## src/rtl/mux_recirc_src_ctrl.sv

```systemverilog
// Source-side controller for a recirculation-mux CDC transfer: it captures one word,
// holds it stable, and frames it with a fixed-length load-enable pulse for the destination synchronizer.
module mux_recirc_src_ctrl #(
  parameter int WIDTH       = 2,
  parameter int EN_CYCLES   = 3,
  parameter int HOLD_CYCLES = 2
) (
  input  logic             i_c1,
  input  logic             i_rst,
  input  logic             i_in_valid,
  input  logic [WIDTH-1:0] i_in_data,
  output logic             o_in_ready,
  output logic [WIDTH-1:0] o_data_out,
  output logic             o_en_out,
  output logic             o_tx_done,
  output logic [7:0]       o_xfer_cnt
);

  localparam int MAX_CYC = (EN_CYCLES > HOLD_CYCLES) ? EN_CYCLES : HOLD_CYCLES;
  localparam int CW      = $clog2(MAX_CYC + 1);
  localparam logic [CW-1:0] EN_LOAD   = CW'(EN_CYCLES - 1);
  localparam logic [CW-1:0] HOLD_LOAD = CW'(HOLD_CYCLES - 1);

  if (WIDTH < 1 || EN_CYCLES < 2 || EN_CYCLES > 15 ||
      HOLD_CYCLES < 1 || HOLD_CYCLES > 15) begin : g_bad_param
    $error("mux_recirc_src_ctrl: illegal WIDTH/EN_CYCLES/HOLD_CYCLES");
  end

  typedef enum logic [1:0] {
    S_IDLE   = 2'd0,
    S_ASSERT = 2'd1,
    S_HOLD   = 2'd2
  } state_t;

  state_t           r_state;
  logic [CW-1:0]    r_cnt;
  logic [WIDTH-1:0] r_data_out;
  logic             r_en_out;
  logic             r_tx_done;
  logic [7:0]       r_xfer_cnt;
  logic             w_in_ready;
  logic             w_accept;

  assign w_in_ready = (r_state == S_IDLE);
  assign w_accept   = i_in_valid & w_in_ready;

  // Transfer sequencer; one down-counter times both the enable window and the hold window.
  always_ff @(posedge i_c1) begin
    if (i_rst) begin
      r_state    <= S_IDLE;
      r_cnt      <= '0;
      r_data_out <= '0;
      r_en_out   <= 1'b0;
      r_tx_done  <= 1'b0;
      r_xfer_cnt <= 8'd0;
    end else begin
      r_tx_done <= 1'b0;
      case (r_state)
        S_IDLE: begin
          if (w_accept) begin
            r_state    <= S_ASSERT;
            r_cnt      <= EN_LOAD;
            r_data_out <= i_in_data;
            r_en_out   <= 1'b1;
            r_xfer_cnt <= r_xfer_cnt + 8'd1;
          end else begin
            r_state <= S_IDLE;
          end
        end
        S_ASSERT: begin
          if (r_cnt == '0) begin
            r_state  <= S_HOLD;
            r_cnt    <= HOLD_LOAD;
            r_en_out <= 1'b0;
          end else begin
            r_cnt <= r_cnt - CW'(1);
          end
        end
        S_HOLD: begin
          if (r_cnt == '0) begin
            r_state   <= S_IDLE;
            r_tx_done <= 1'b1;
          end else begin
            r_cnt <= r_cnt - CW'(1);
          end
        end
        default: begin
          // Unreachable encoding: fall back to a safe quiescent state.
          r_state  <= S_IDLE;
          r_cnt    <= '0;
          r_en_out <= 1'b0;
        end
      endcase
    end
  end

  assign o_in_ready = w_in_ready;
  assign o_data_out = r_data_out;
  assign o_en_out   = r_en_out;
  assign o_tx_done  = r_tx_done;
  assign o_xfer_cnt = r_xfer_cnt;

endmodule

```

## config.mk

```make
export PLATFORM = sky130hd
export DESIGN_NAME = mux_recirc_src_ctrl
export DESIGN_NICKNAME = d
export VERILOG_FILES = /design/src/rtl/mux_recirc_src_ctrl.sv
export SDC_FILE = /design/constraint.sdc
export NUM_CORES = 1
export LEC_CHECK = 0
export ABC_AREA = 1
export CELL_PAD_IN_SITES_DETAIL_PLACEMENT = 0
export CELL_PAD_IN_SITES_GLOBAL_PLACEMENT = 1
export CORE_MARGIN = 2
export CORE_UTILIZATION = 33
export DETAILED_ROUTE_END_ITERATION = 16
export GPL_ROUTABILITY_DRIVEN = 0
export GPL_TIMING_DRIVEN = 0
export HOLD_SLACK_MARGIN = 0.08
export PLACE_DENSITY = 0.78
export SYNTH_ARGS = -nofsm -noshare
export SYNTH_HDL_FRONTEND = slang
export SYNTH_SLANG_ARGS = --single-unit
```

## constraint.sdc

```tcl
create_clock -name i_c1 -period 1.3 [get_ports i_c1]
set_input_delay 0.26 -clock i_c1 [delete_from_list [all_inputs] [get_ports i_c1]]
set_output_delay 0.26 -clock i_c1 [all_outputs]
set_load 0.01 [all_outputs]
```

==> flow_summary.json <==
{
  "detail_route.first_pass.iterations": 4,
  "insertedDiodeCount": 0,
  "routed_wl_mm": 1.42,
  "die_width_um": 50.9,
  "post_cts_hold_buffer_count": 0,
  "vdd_ir_drop_max_v": 0.000571,
  "final_core_util": 0.476,
  "post_drt_wl_per_cell_um": 9.77,
  "flow.area_growth_from_synthesis_pct": 32.5,
  "drt.antenna.violating_nets": 0,
  "cts_post_setup_buffers_inserted": 0,
  "tritoncts_clock_tree": "yes",
  "first_pass_grt_wire_length_mm": 2.49,
  "ffs_latches_synth": 16,
  "htree_num_levels": 1,
  "setup_repair_after_global_routing_missed_its_margin": "false",
  "maxCapViolations": 0,
  "die_area_um2": 2590,
  "crit_path_max_incr_delay_ns": 0.35,
  "dpl.hpwl_mm": 1.10,
  "fmax_ghz": 0.814,
  "worstMarginPinSlew_ns": 0.314,
  "per_cell_via_count_in_the_routed_design": 4.54,
  "startpoint": "r_state[1]",
  "grt-ovfl-total": 0,
  "design.final.nets": 127,
  "yosysSeqAreaShare": 0.441,
  "status": "completed",
  "maximum_number_of_pins_on_one_net_before_global_route_repair": 11,
  "fp.coreArea_um2": 2020,
  "nFillCells": 211,
  "critical_path.reg2reg.endpoint": "o_xfer_cnt[4]",
  "critical_path.reg2reg.startpoint": "o_xfer_cnt[1]",
  "timing.hold.worst.start": "o_en_out",
  "critPathLaunchType": "flip-flop",
  "remaining_drc_errors": 0,
  "core.rowCount": 16,
  "crit_slowest_cell": "sky130_fd_sc_hd__dfxtp_1",
  "grt_antenna_before_repair": 0,
  "fin_crit_sh": 0.945,
  "detailroute.via_count": 658,
  "worst_hold_path.endpoint": "o_en_out",
  "vias_in_the_first_global_route": 556,
  "fp.dieH_um": 50.9,
  "leakagePower_nw": 0.431,
  "post_synth_instance_area_um2": 727,
  "crit_path_max_fanout": 5,
  "power-per-cell-area_nw_per_um2": 1120,
  "design.portCount": 18,
  "number_of_endpoints_with_negative_hold_slack_in_the_final_report": 0,
  "setup_crit_end_kind": "output port",
  "synthesis.instances": 97,
  "synth_nets": 105,
  "worst_clk_skew_ns": 0.00416,
  "drt_iter0_markers": 10,
  "placement.io_buffers": 17,
  "grtUsageTotal": 0.130,
  "clkSlewWorstSetupHoldPaths_ns": 0.09,
  "timing.final.crit_period_ns": 1.23,
  "ys_types": 19,
  "worstSkewPairLatency_ns": 0.29,
  "initial_core_util": 0.360,
  "clk_root_buffer_cell": "sky130_fd_sc_hd__clkbuf_4",
  "min_path_cells": 2,
  "mostFrequentLayoutCell": "sky130_fd_sc_hd__nor2_1",
  "yosys_warnings": 0,
  "avg_synthesized_cell_area_um2": 7.49,
  "worst-r2r-setup-slack_ns": 0.13,
  "setup_viol_count_final": 0,
  "worst_setup_path_type": "flip-flop to output port",
  "critical_path.cell_chain": "nor2_4 > buf_6",
  "arrival_ns": 0.97,
  "layout_common_cells": "17 x sky130_fd_sc_hd__nor2_1, 16 x sky130_fd_sc_hd__nand2_1, 12 x sky130_fd_sc_hd__dlygate4sd2_1",
  "holdCritPathClass": "flip-flop to flip-flop",
  "worst_ep_required_time_ns": 1.04,
  "cts_inserted_buffers": 3,
  "drive_above_1_share": 0.153,
  "reg2reg_depth": 5,
  "drv_slew": 0,
  "clock_path_buffers": 2,
  "slew_headroom": 0.790,
  "final_area_um2": 963,
  "clock_sinks": 16,
  "placedInstanceArea_um2": 931
}
-- cell families (layout without fill, tap and decap cells) --
kind of cell	after synthesis	after routing	share of synthesized area
simple gates	46	46	0.294
compound gates	18	18	0.131
flops	16	16	0.441
buf+inv	13	34	0.0706
fa+ha+maj	3	3	0.0516
xor+xnor	1	1	0.0121
-- where the power goes --
part	leakage (nW)	switching [mW]	total, mW	internal, mW
registers	0.133	0.0239	0.548	0.524
logic	0.277	0.121	0.205	0.0840
clock network	0.0210	0.155	0.325	0.171
total	0.431	0.300	1.08	0.779
-- critical path, delay by kind of cell (launching register included) --
kind,cells,cell delay [ns]
DFF,1,0.35
and+or+nand+nor,1,0.20
buffers and inverters,1,0.13
-- cells in the mapped netlist --
| cell type | n | share of area |
|---|---|---|
| sky130_fd_sc_hd__inv_1 | 11 | 0.057 |
| sky130_fd_sc_hd__o21ai_1 | 1 | 0.0069 |
| sky130_fd_sc_hd__inv_4 | 1 | 0.0086 |
| sky130_fd_sc_hd__dfxtp_1 | 16 | 0.44 |
| sky130_fd_sc_hd__nor2_4 | 2 | 0.031 |
| sky130_fd_sc_hd__nor3_1 | 2 | 0.014 |
| sky130_fd_sc_hd__nand2_4 | 1 | 0.015 |
| sky130_fd_sc_hd__nor2_1 | 17 | 0.088 |
| sky130_fd_sc_hd__o21ai_2 | 1 | 0.012 |
| sky130_fd_sc_hd__nand3_2 | 1 | 0.014 |
| sky130_fd_sc_hd__o21ai_0 | 5 | 0.034 |
| sky130_fd_sc_hd__a21oi_1 | 10 | 0.069 |
| sky130_fd_sc_hd__nand2_1 | 16 | 0.083 |
| sky130_fd_sc_hd__xor2_1 | 1 | 0.012 |
| sky130_fd_sc_hd__ha_1 | 3 | 0.052 |
| sky130_fd_sc_hd__nand3_1 | 6 | 0.041 |
| sky130_fd_sc_hd__clkinv_1 | 1 | 0.0052 |
| sky130_fd_sc_hd__o22ai_1 | 1 | 0.0086 |
| sky130_fd_sc_hd__nand4_1 | 1 | 0.0086 |
-- sequential cells by signal, indices dropped and copies added (netlist names) --
register	flops
o_xfer_cnt	8
o_tx_done	1
o_data_out	2
r_cnt	2
o_en_out	1
r_state	2
-- through the flow --
step / hold slack (ns) / setup slack, ns / cells / TNS [ns] / power [mW]
after floorplan: 0.329 / 0.126 / 97 / 0 / 0.684
after global placement: 0.449 / -0.226 / 141 / -2.28 / 0.772
after detailed placement: 0.460 / -0.230 / 141 / -2.31 / 0.774
after CTS: 0.471 / 0.0402 / 145 / 0 / 1.09
after global routing: 0.511 / 0.00467 / 145 / 0 / 1.16
final: 0.468 / 0.0717 / 145 / 0 / 1.08
-- timing repair --
item,4_1_cts,5_1_grt
pin swaps,1,2
resized for setup,20,4
setup endpoints to repair,13,6
hold endpoints to repair,0,0
-- worst max-delay path by stage --
stage / depth (start not counted) / end
detailed placement: 4 / o_data_out[1]
CTS: 2 / o_in_ready
global placement: 4 / o_xfer_cnt[1]
finish: 2 / o_in_ready
global route: 2 / o_in_ready
floorplan: 5 / o_xfer_cnt[4]
-- layer usage --
metal | routed length [um] | up-vias | part of all wire | global-route usage
met5 | 0 | - | 0 | 0
met3 | 55 | 4 | 0.039 | 0.0439
li1 | - | 357 | - | -
met2 | 640 | 11 | 0.45 | 0.193
met1 | 693 | 286 | 0.49 | 0.173
met4 | 27 | 0 | 0.019 | 0.0541
-- area by class of cell --
cell class                 instances  area [um2]  share of cell area
inverter                          13        55.1              0.0571
sequential                        16         327               0.339
timing repair buffer              17         156               0.162
multi-input combinational         68         355               0.369
tap                               27        33.8              0.0351
clock buffer                       4        36.3              0.0377
Power figures use the tool's default switching activity.
